`src/rtl/pipeline_hazard_controller.sv`:
```
// Hazard sequencer for a 5-stage RISC-V pipeline. It detects load-use hazards,
// control transfers resolved in EX and multi-cycle RAM accesses in MEM. It drives
// the pipeline register enables, clear, bubble and freeze controls, and the EX
// operand forwarding selects.
// Outputs are Mealy: they depend on the current state and the current inputs.
// The internal state is visible on ctl_state for debug and checker binding.
module pipeline_hazard_controller #(
   parameter int REG_AW         = 5,
   parameter int LOAD_STALL_CYC = 1,
   parameter int MEM_WAIT_MAX   = 15
) (
   input  logic              clk,
   input  logic              Reset,
   input  logic [REG_AW-1:0] ID_rs1,
   input  logic [REG_AW-1:0] ID_rs2,
   input  logic              ID_rs1_used,
   input  logic              ID_rs2_used,
   input  logic [REG_AW-1:0] EX_rd,
   input  logic              EX_RF_Enable,
   input  logic              EX_Load_Instr,
   input  logic              EX_ctrl_transfer,
   input  logic [REG_AW-1:0] MEM_rd,
   input  logic [REG_AW-1:0] WB_rd,
   input  logic              MEM_RF_Enable,
   input  logic              WB_RF_Enable,
   input  logic              MEM_RAM_Enable,
   input  logic              MEM_ready,
   output logic              PC_LE,
   output logic              IF_ID_LE,
   output logic              IF_ID_Clear,
   output logic              ID_EX_Bubble,
   output logic              Pipe_Freeze,
   output logic [1:0]        fwd_A_sel,
   output logic [1:0]        fwd_B_sel,
   output logic              mem_timeout,
   output logic [1:0]        ctl_state
);

   typedef enum logic [1:0] {
      RUN        = 2'b00,
      LOAD_STALL = 2'b01,
      MEM_WAIT   = 2'b10
   } state_t;

   localparam int WW = $clog2(MEM_WAIT_MAX) + 1;
   localparam int LW = $clog2(LOAD_STALL_CYC) + 1;
   localparam logic [WW-1:0] WAIT_LAST = WW'(MEM_WAIT_MAX);
   localparam logic [LW-1:0] LS_LAST   = LW'(LOAD_STALL_CYC - 1);

   state_t          state;
   logic [WW-1:0]   wait_cnt;
   logic [LW-1:0]   ls_cnt;
   // A RAM wait that interrupted a load stall must return to that stall afterwards.
   logic            resume_ls;

   logic mem_wait, load_use, timeout_now, freeze_now, act_ls;

   // Forwarding priority: youngest producer first. A load in EX cannot forward yet.
   // x0 is never forwarded.
   function automatic logic [1:0] fwd_sel(
      input logic [REG_AW-1:0] rs,
      input logic [REG_AW-1:0] ex_rd,  input logic ex_en,
      input logic [REG_AW-1:0] mem_rd, input logic mem_en,
      input logic [REG_AW-1:0] wb_rd,  input logic wb_en
   );
      if (ex_en && ex_rd != '0 && ex_rd == rs)        return 2'b01;
      else if (mem_en && mem_rd != '0 && mem_rd == rs) return 2'b10;
      else if (wb_en && wb_rd != '0 && wb_rd == rs)    return 2'b11;
      else                                             return 2'b00;
   endfunction

   // Hazard conditions derived from the current pipeline contents.
   always_comb begin
      mem_wait    = MEM_RAM_Enable & ~MEM_ready;
      load_use    = EX_Load_Instr & EX_RF_Enable & (EX_rd != '0) &
                    ((ID_rs1_used & (ID_rs1 == EX_rd)) | (ID_rs2_used & (ID_rs2 == EX_rd)));
      timeout_now = (state == MEM_WAIT) & mem_wait & (wait_cnt >= WAIT_LAST);
      freeze_now  = mem_wait & ~timeout_now;
      act_ls      = (state == LOAD_STALL) | ((state == MEM_WAIT) & resume_ls);
   end

   // Mealy output decode. Priority: RAM wait, then load stall, then control
   // transfer, then load-use. Reset forces a flushed, non-advancing pipe.
   always_comb begin
      PC_LE        = 1'b1;
      IF_ID_LE     = 1'b1;
      IF_ID_Clear  = 1'b0;
      ID_EX_Bubble = 1'b0;
      Pipe_Freeze  = 1'b0;
      fwd_A_sel    = fwd_sel(ID_rs1, EX_rd, EX_RF_Enable & ~EX_Load_Instr,
                             MEM_rd, MEM_RF_Enable, WB_rd, WB_RF_Enable);
      fwd_B_sel    = fwd_sel(ID_rs2, EX_rd, EX_RF_Enable & ~EX_Load_Instr,
                             MEM_rd, MEM_RF_Enable, WB_rd, WB_RF_Enable);
      if (!Reset) begin
         PC_LE        = 1'b0;
         IF_ID_LE     = 1'b0;
         IF_ID_Clear  = 1'b1;
         ID_EX_Bubble = 1'b1;
         fwd_A_sel    = 2'b00;
         fwd_B_sel    = 2'b00;
      end else if (freeze_now) begin
         PC_LE       = 1'b0;
         IF_ID_LE    = 1'b0;
         Pipe_Freeze = 1'b1;
      end else if (act_ls) begin
         PC_LE        = 1'b0;
         IF_ID_LE     = 1'b0;
         ID_EX_Bubble = 1'b1;
      end else if (EX_ctrl_transfer) begin
         // The instruction in ID is on the wrong path, so any load-use hazard is moot.
         IF_ID_LE     = 1'b0;
         IF_ID_Clear  = 1'b1;
         ID_EX_Bubble = 1'b1;
      end else if (load_use) begin
         PC_LE        = 1'b0;
         IF_ID_LE     = 1'b0;
         ID_EX_Bubble = 1'b1;
      end
   end

   // State, counters and the sticky timeout flag.
   always_ff @(posedge clk) begin
      if (!Reset) begin
         state       <= RUN;
         wait_cnt    <= '0;
         ls_cnt      <= '0;
         resume_ls   <= 1'b0;
         mem_timeout <= 1'b0;
      end else if (freeze_now) begin
         if (state != MEM_WAIT) begin
            state     <= MEM_WAIT;
            wait_cnt  <= WW'(1);
            resume_ls <= (state == LOAD_STALL);
         end else if (wait_cnt < WAIT_LAST) begin
            wait_cnt <= wait_cnt + WW'(1);
         end
      end else begin
         if (timeout_now) mem_timeout <= 1'b1;
         wait_cnt  <= '0;
         resume_ls <= 1'b0;
         if (act_ls) begin
            if (ls_cnt >= LS_LAST) begin
               state  <= RUN;
               ls_cnt <= '0;
            end else begin
               state  <= LOAD_STALL;
               ls_cnt <= ls_cnt + LW'(1);
            end
         end else if (!EX_ctrl_transfer && load_use && LOAD_STALL_CYC > 1) begin
            state  <= LOAD_STALL;
            ls_cnt <= LW'(1);
         end else begin
            state <= RUN;
         end
      end
   end

   assign ctl_state = state;

endmodule

```
`config.mk`:
```
export PLATFORM = sky130hd
export DESIGN_NAME = pipeline_hazard_controller
export DESIGN_NICKNAME = d
export VERILOG_FILES = /design/src/rtl/pipeline_hazard_controller.sv
export SDC_FILE = /design/constraint.sdc
export NUM_CORES = 1
export LEC_CHECK = 0
export CAP_MARGIN = 20
export CORE_ASPECT_RATIO = 1.5
export CORE_MARGIN = 4
export CORE_UTILIZATION = 34
export CTS_CLUSTER_DIAMETER = 30
export DETAILED_ROUTE_END_ITERATION = 7
export PLACE_DENSITY = 0.76
export SKIP_CTS_REPAIR_TIMING = 1
export SLEW_MARGIN = 20
export SYNTH_ARGS = -nofsm -noshare
export SYNTH_HDL_FRONTEND = slang
export SYNTH_SLANG_ARGS = --single-unit
export TNS_END_PERCENT = 30
```
`constraint.sdc`:
```
create_clock -name clk -period 1.93 [get_ports clk]
set_input_delay 0.4825 -clock clk [delete_from_list [all_inputs] [get_ports clk]]
set_output_delay 0.4825 -clock clk [all_outputs]
set_load 0.02 [all_outputs]
```
==> results.yml, run 1 <==
setup_path:
  worst_path_max_delay_cell: "or3b_4"
  reg2reg_depth: 9
  rr_startpoint: "wait_cnt[1]"
  start_kind: "flop"
  path_cells: "ha_4, and3_4, ha_4, nor2b_4, o21ai_4, or3b_4, o211ai_2, buf_6"
  crit_type: "reg -> out"
  reg2reg_to: "wait_cnt[0]"
  cp_max_fo: 2
  path_buf_inv: 1
  crit_path_frequent_cell: "ha_4"
  critPathArrivalTime_ns: 1.94
  cp_top_family: "simple AND/OR/NAND/NOR gates"
  required_ns: 1.45
  cp_slowest_stage_delay_ns: 0.39
  rrSetupSlack_ns: 0.37
  endpoint_kind: "output pin"
grt:
  grt_max_degree: 5
  globalRouteMet1Util: 0.176
  antenna_found_initial: 0
  grt_pass1_vias: 1240
  grt_overflow: 0
  grt_util_met3: 0.0301
  grt_usage: 0.203
  gr-usage-met2: 0.416
  grt_pass1_wl_um: 5380
  busiest_layer: "met2"
min_path:
  hp-class: "reg -> reg"
  min_to: "mem_timeout"
  hold_start: "mem_timeout"
  holdPathStages: 2
synthesis:
  synth-async-reset-ratio: 0
  yosysSeqAreaShare: 0.163
  synth-seq-cells: 7
  synth_cell_types: 32
  yosys.area.top_type_share: 0.224
  ys.warnings.count: 0
  synth_ff_type: "dfxtp_1"
  syn_nets: 147
  synth_area_leaders: "xnor2_1, dfxtp_1, xor2_1, nor2_1, nor4_1"
  synth_area_um2: 861
  yosys.area.top_type: "xnor2_1"
  syn_inst: 109
  synth.avg_cell_area_um2: 7.90
  synth_edf_count: 0
cells_and_area:
  antennaDiodeCount: 0
  multi_input_area_um2: 955
  final_net_count: 235
  drive_above_1_share: 0.541
  final_core_utilization: 0.792
  area_growth_syn_to_layout_pct: 125
  fill_cells: 151
  final_cells: 220
  seq_area_um2: 148
floorplanning:
  die-area_um2: 3420
  fp.dieH_um: 69.6
  boundaryPins: 48
  dieWidth_um: 49.1
  rows: 22
  core_area_um2: 2450
  initial_utilization: 0.351
placed_design:
  place_ws_ns: -1.31
  hpwlAfterDp_um: 2930
  place_congestion: 0.955
  port_buffers: 46
  dp.cells: 215
detailed_routing:
  vias: 1185
  drc_errors: 0
  antenna_left: 0
  routed_wl_um: 4150
  drtIter0Drc: 20
  wl_per_cell_um: 18.9
  viasPerCell: 5.39
  drt-pass1-iter-count: 4
run:
  drv_cap: 0
power:
  p_total_w: 0.000621
  ir_worst_vdd_mv: 0.199
  p_leak_nw: 0.901
  power_density_nw_per_um2: 320
status:
  violations: "setup timing"
  status: "finished, violations left"
sta:
  worst_slack_ns: -0.496
  fin_crit_sh: 1.26
  tns_ns: -3.54
  setup_viol: 9
  final-hold-violation-count: 0
  fin_crit_ns: 2.43
  final.setup_skew_ns: 0.00284
  fmax_ghz: 0.412
  slew_violations: 0
  rsz0062_at_grt: "true"
clocking:
  insertion_delay_ns: 0.25
  h-tree-depth: 1
  cts_tree: "built"
  clockBufferDepth: 2
  cts_root_buf: "clkbuf_4"
  cts_inserted_buffers: 3
  cts_num_sinks: 7
  path_clk_slew_ns: 0.05
-- Yosys cell counts, drive strengths merged, types with 2 or more instances --
cell type	count
xor2	9
nand4	5
o21ai	2
nand3	2
xnor2	22
a41oi	2
ha	2
mux2i	2
dfxtp	7
nor3	2
inv	5
nor2	15
nor4	6
nand2	7
o21a	3
or4	3
nor2b	3
-- where the power goes --
part / internal (W) / leakage (nW) / switching (W)
clock: 0.0000790 / 0.0150 / 0.0000561
sequential: 0.000144 / 0.0582 / 0.00000129
combinational: 0.000180 / 0.828 / 0.000161
-- metal layers --
layer	up-vias	wire [um]
met5	-	0
met4	0	244
met3	19	250
met2	58	2280
met1	549	1380
li1	559	-
-- how the worst max path moves through the flow --
| stage | from | endpoint | slack (ns) | cells past startpoint |
|---|---|---|---|---|
| 2_1_floorplan | wait_cnt[1] | ID_EX_Bubble | -0.20 | 7 |
| 3_3_place_gp | ID_rs2[3] | fwd_B_sel[0] | -1.21 | 6 |
| 3_5_place_dp | EX_rd[1] | fwd_B_sel[0] | -1.31 | 7 |
| 4_1_cts | EX_rd[1] | fwd_B_sel[0] | -1.32 | 7 |
| 5_1_grt | wait_cnt[1] | ID_EX_Bubble | -0.57 | 8 |
| 6_report | wait_cnt[1] | ID_EX_Bubble | -0.50 | 8 |
-- through the flow --
stage | hold slack (ns) | cell area (um2)
2_1_floorplan | 0.504 | 920
3_5_place_dp | 0.477 | 1680
5_1_grt | 0.554 | 1940
6_report | 0.489 | 1940
4_1_cts | 0.490 | 1710
3_3_place_gp | 0.467 | 1680
-- placed cells by master (no fill, tap or decap), drive strengths merged --
cell type | synthesis | final
and2b | 1 | 1
nand2 | 7 | 7
nor2 | 15 | 15
clkdlybuf4s50 | 0 | 10
a31oi | 1 | 1
xor2 | 9 | 9
clkbuf | 0 | 14
nand4 | 5 | 5
conb | 1 | 1
buf | 1 | 50
or3b | 1 | 1
a41oi | 2 | 2
nand3 | 2 | 2
dfxtp | 7 | 7
mux2i | 2 | 2
nor3 | 2 | 2
inv | 5 | 5
or4 | 3 | 3
a22oi | 1 | 1
nor4 | 6 | 6
a22o | 1 | 1
nor2b | 3 | 3
a41o | 1 | 1
a211oi | 1 | 1
o211ai | 1 | 1
and3 | 1 | 1
o21a | 3 | 3
ha | 2 | 2
xnor2 | 22 | 22
a21oi | 1 | 1
o21ai | 2 | 2
dlymetal6s2s | 0 | 14
-- kinds of logic (layout without fill, tap and decap cells) --
kind of cell | Yosys count | after routing | share of synthesized area
compound gates | 14 | 14 | 0.153
xor+xnor | 31 | 31 | 0.315
fa+ha+maj | 2 | 2 | 0.0291
buf+inv | 6 | 93 | 0.0305
flops | 7 | 7 | 0.163
mux | 2 | 2 | 0.0233
other cells | 1 | 1 | 0.00436
simple gates | 46 | 46 | 0.282
-- flip-flops by register name, summed over array words and instances (netlist names) --
name / flops
wait_cnt: 5
mem_timeout: 1
ctl_state: 1
-- worst min-delay path: cells and delay by family (launching register included) --
kind             cells  cell delay [ns]
and+or+nand+nor      2             0.12
DFF                  1             0.33
-- area by class of cell --
| class | instances | share of cell area |
|---|---|---|
| clock buffer | 4 | 0.0135 |
| inverter | 5 | 0.00968 |
| multi-input combinational | 96 | 0.492 |
| sequential | 7 | 0.0761 |
| tap | 24 | 0.0155 |
| timing repair buffer | 84 | 0.393 |
No activity file was read; power rests on OpenSTA's default activity.
==> run 2: changes to the inputs <==
--- a/config.mk
+++ b/config.mk
@@ -5,7 +5,6 @@
 export SDC_FILE = /design/constraint.sdc
 export NUM_CORES = 1
 export LEC_CHECK = 0
-export CAP_MARGIN = 20
 export CORE_ASPECT_RATIO = 1.5
 export CORE_MARGIN = 4
 export CORE_UTILIZATION = 34
==> results of run 2 <==
No change in the layout: final DEF, timing and power equal those of run 1.
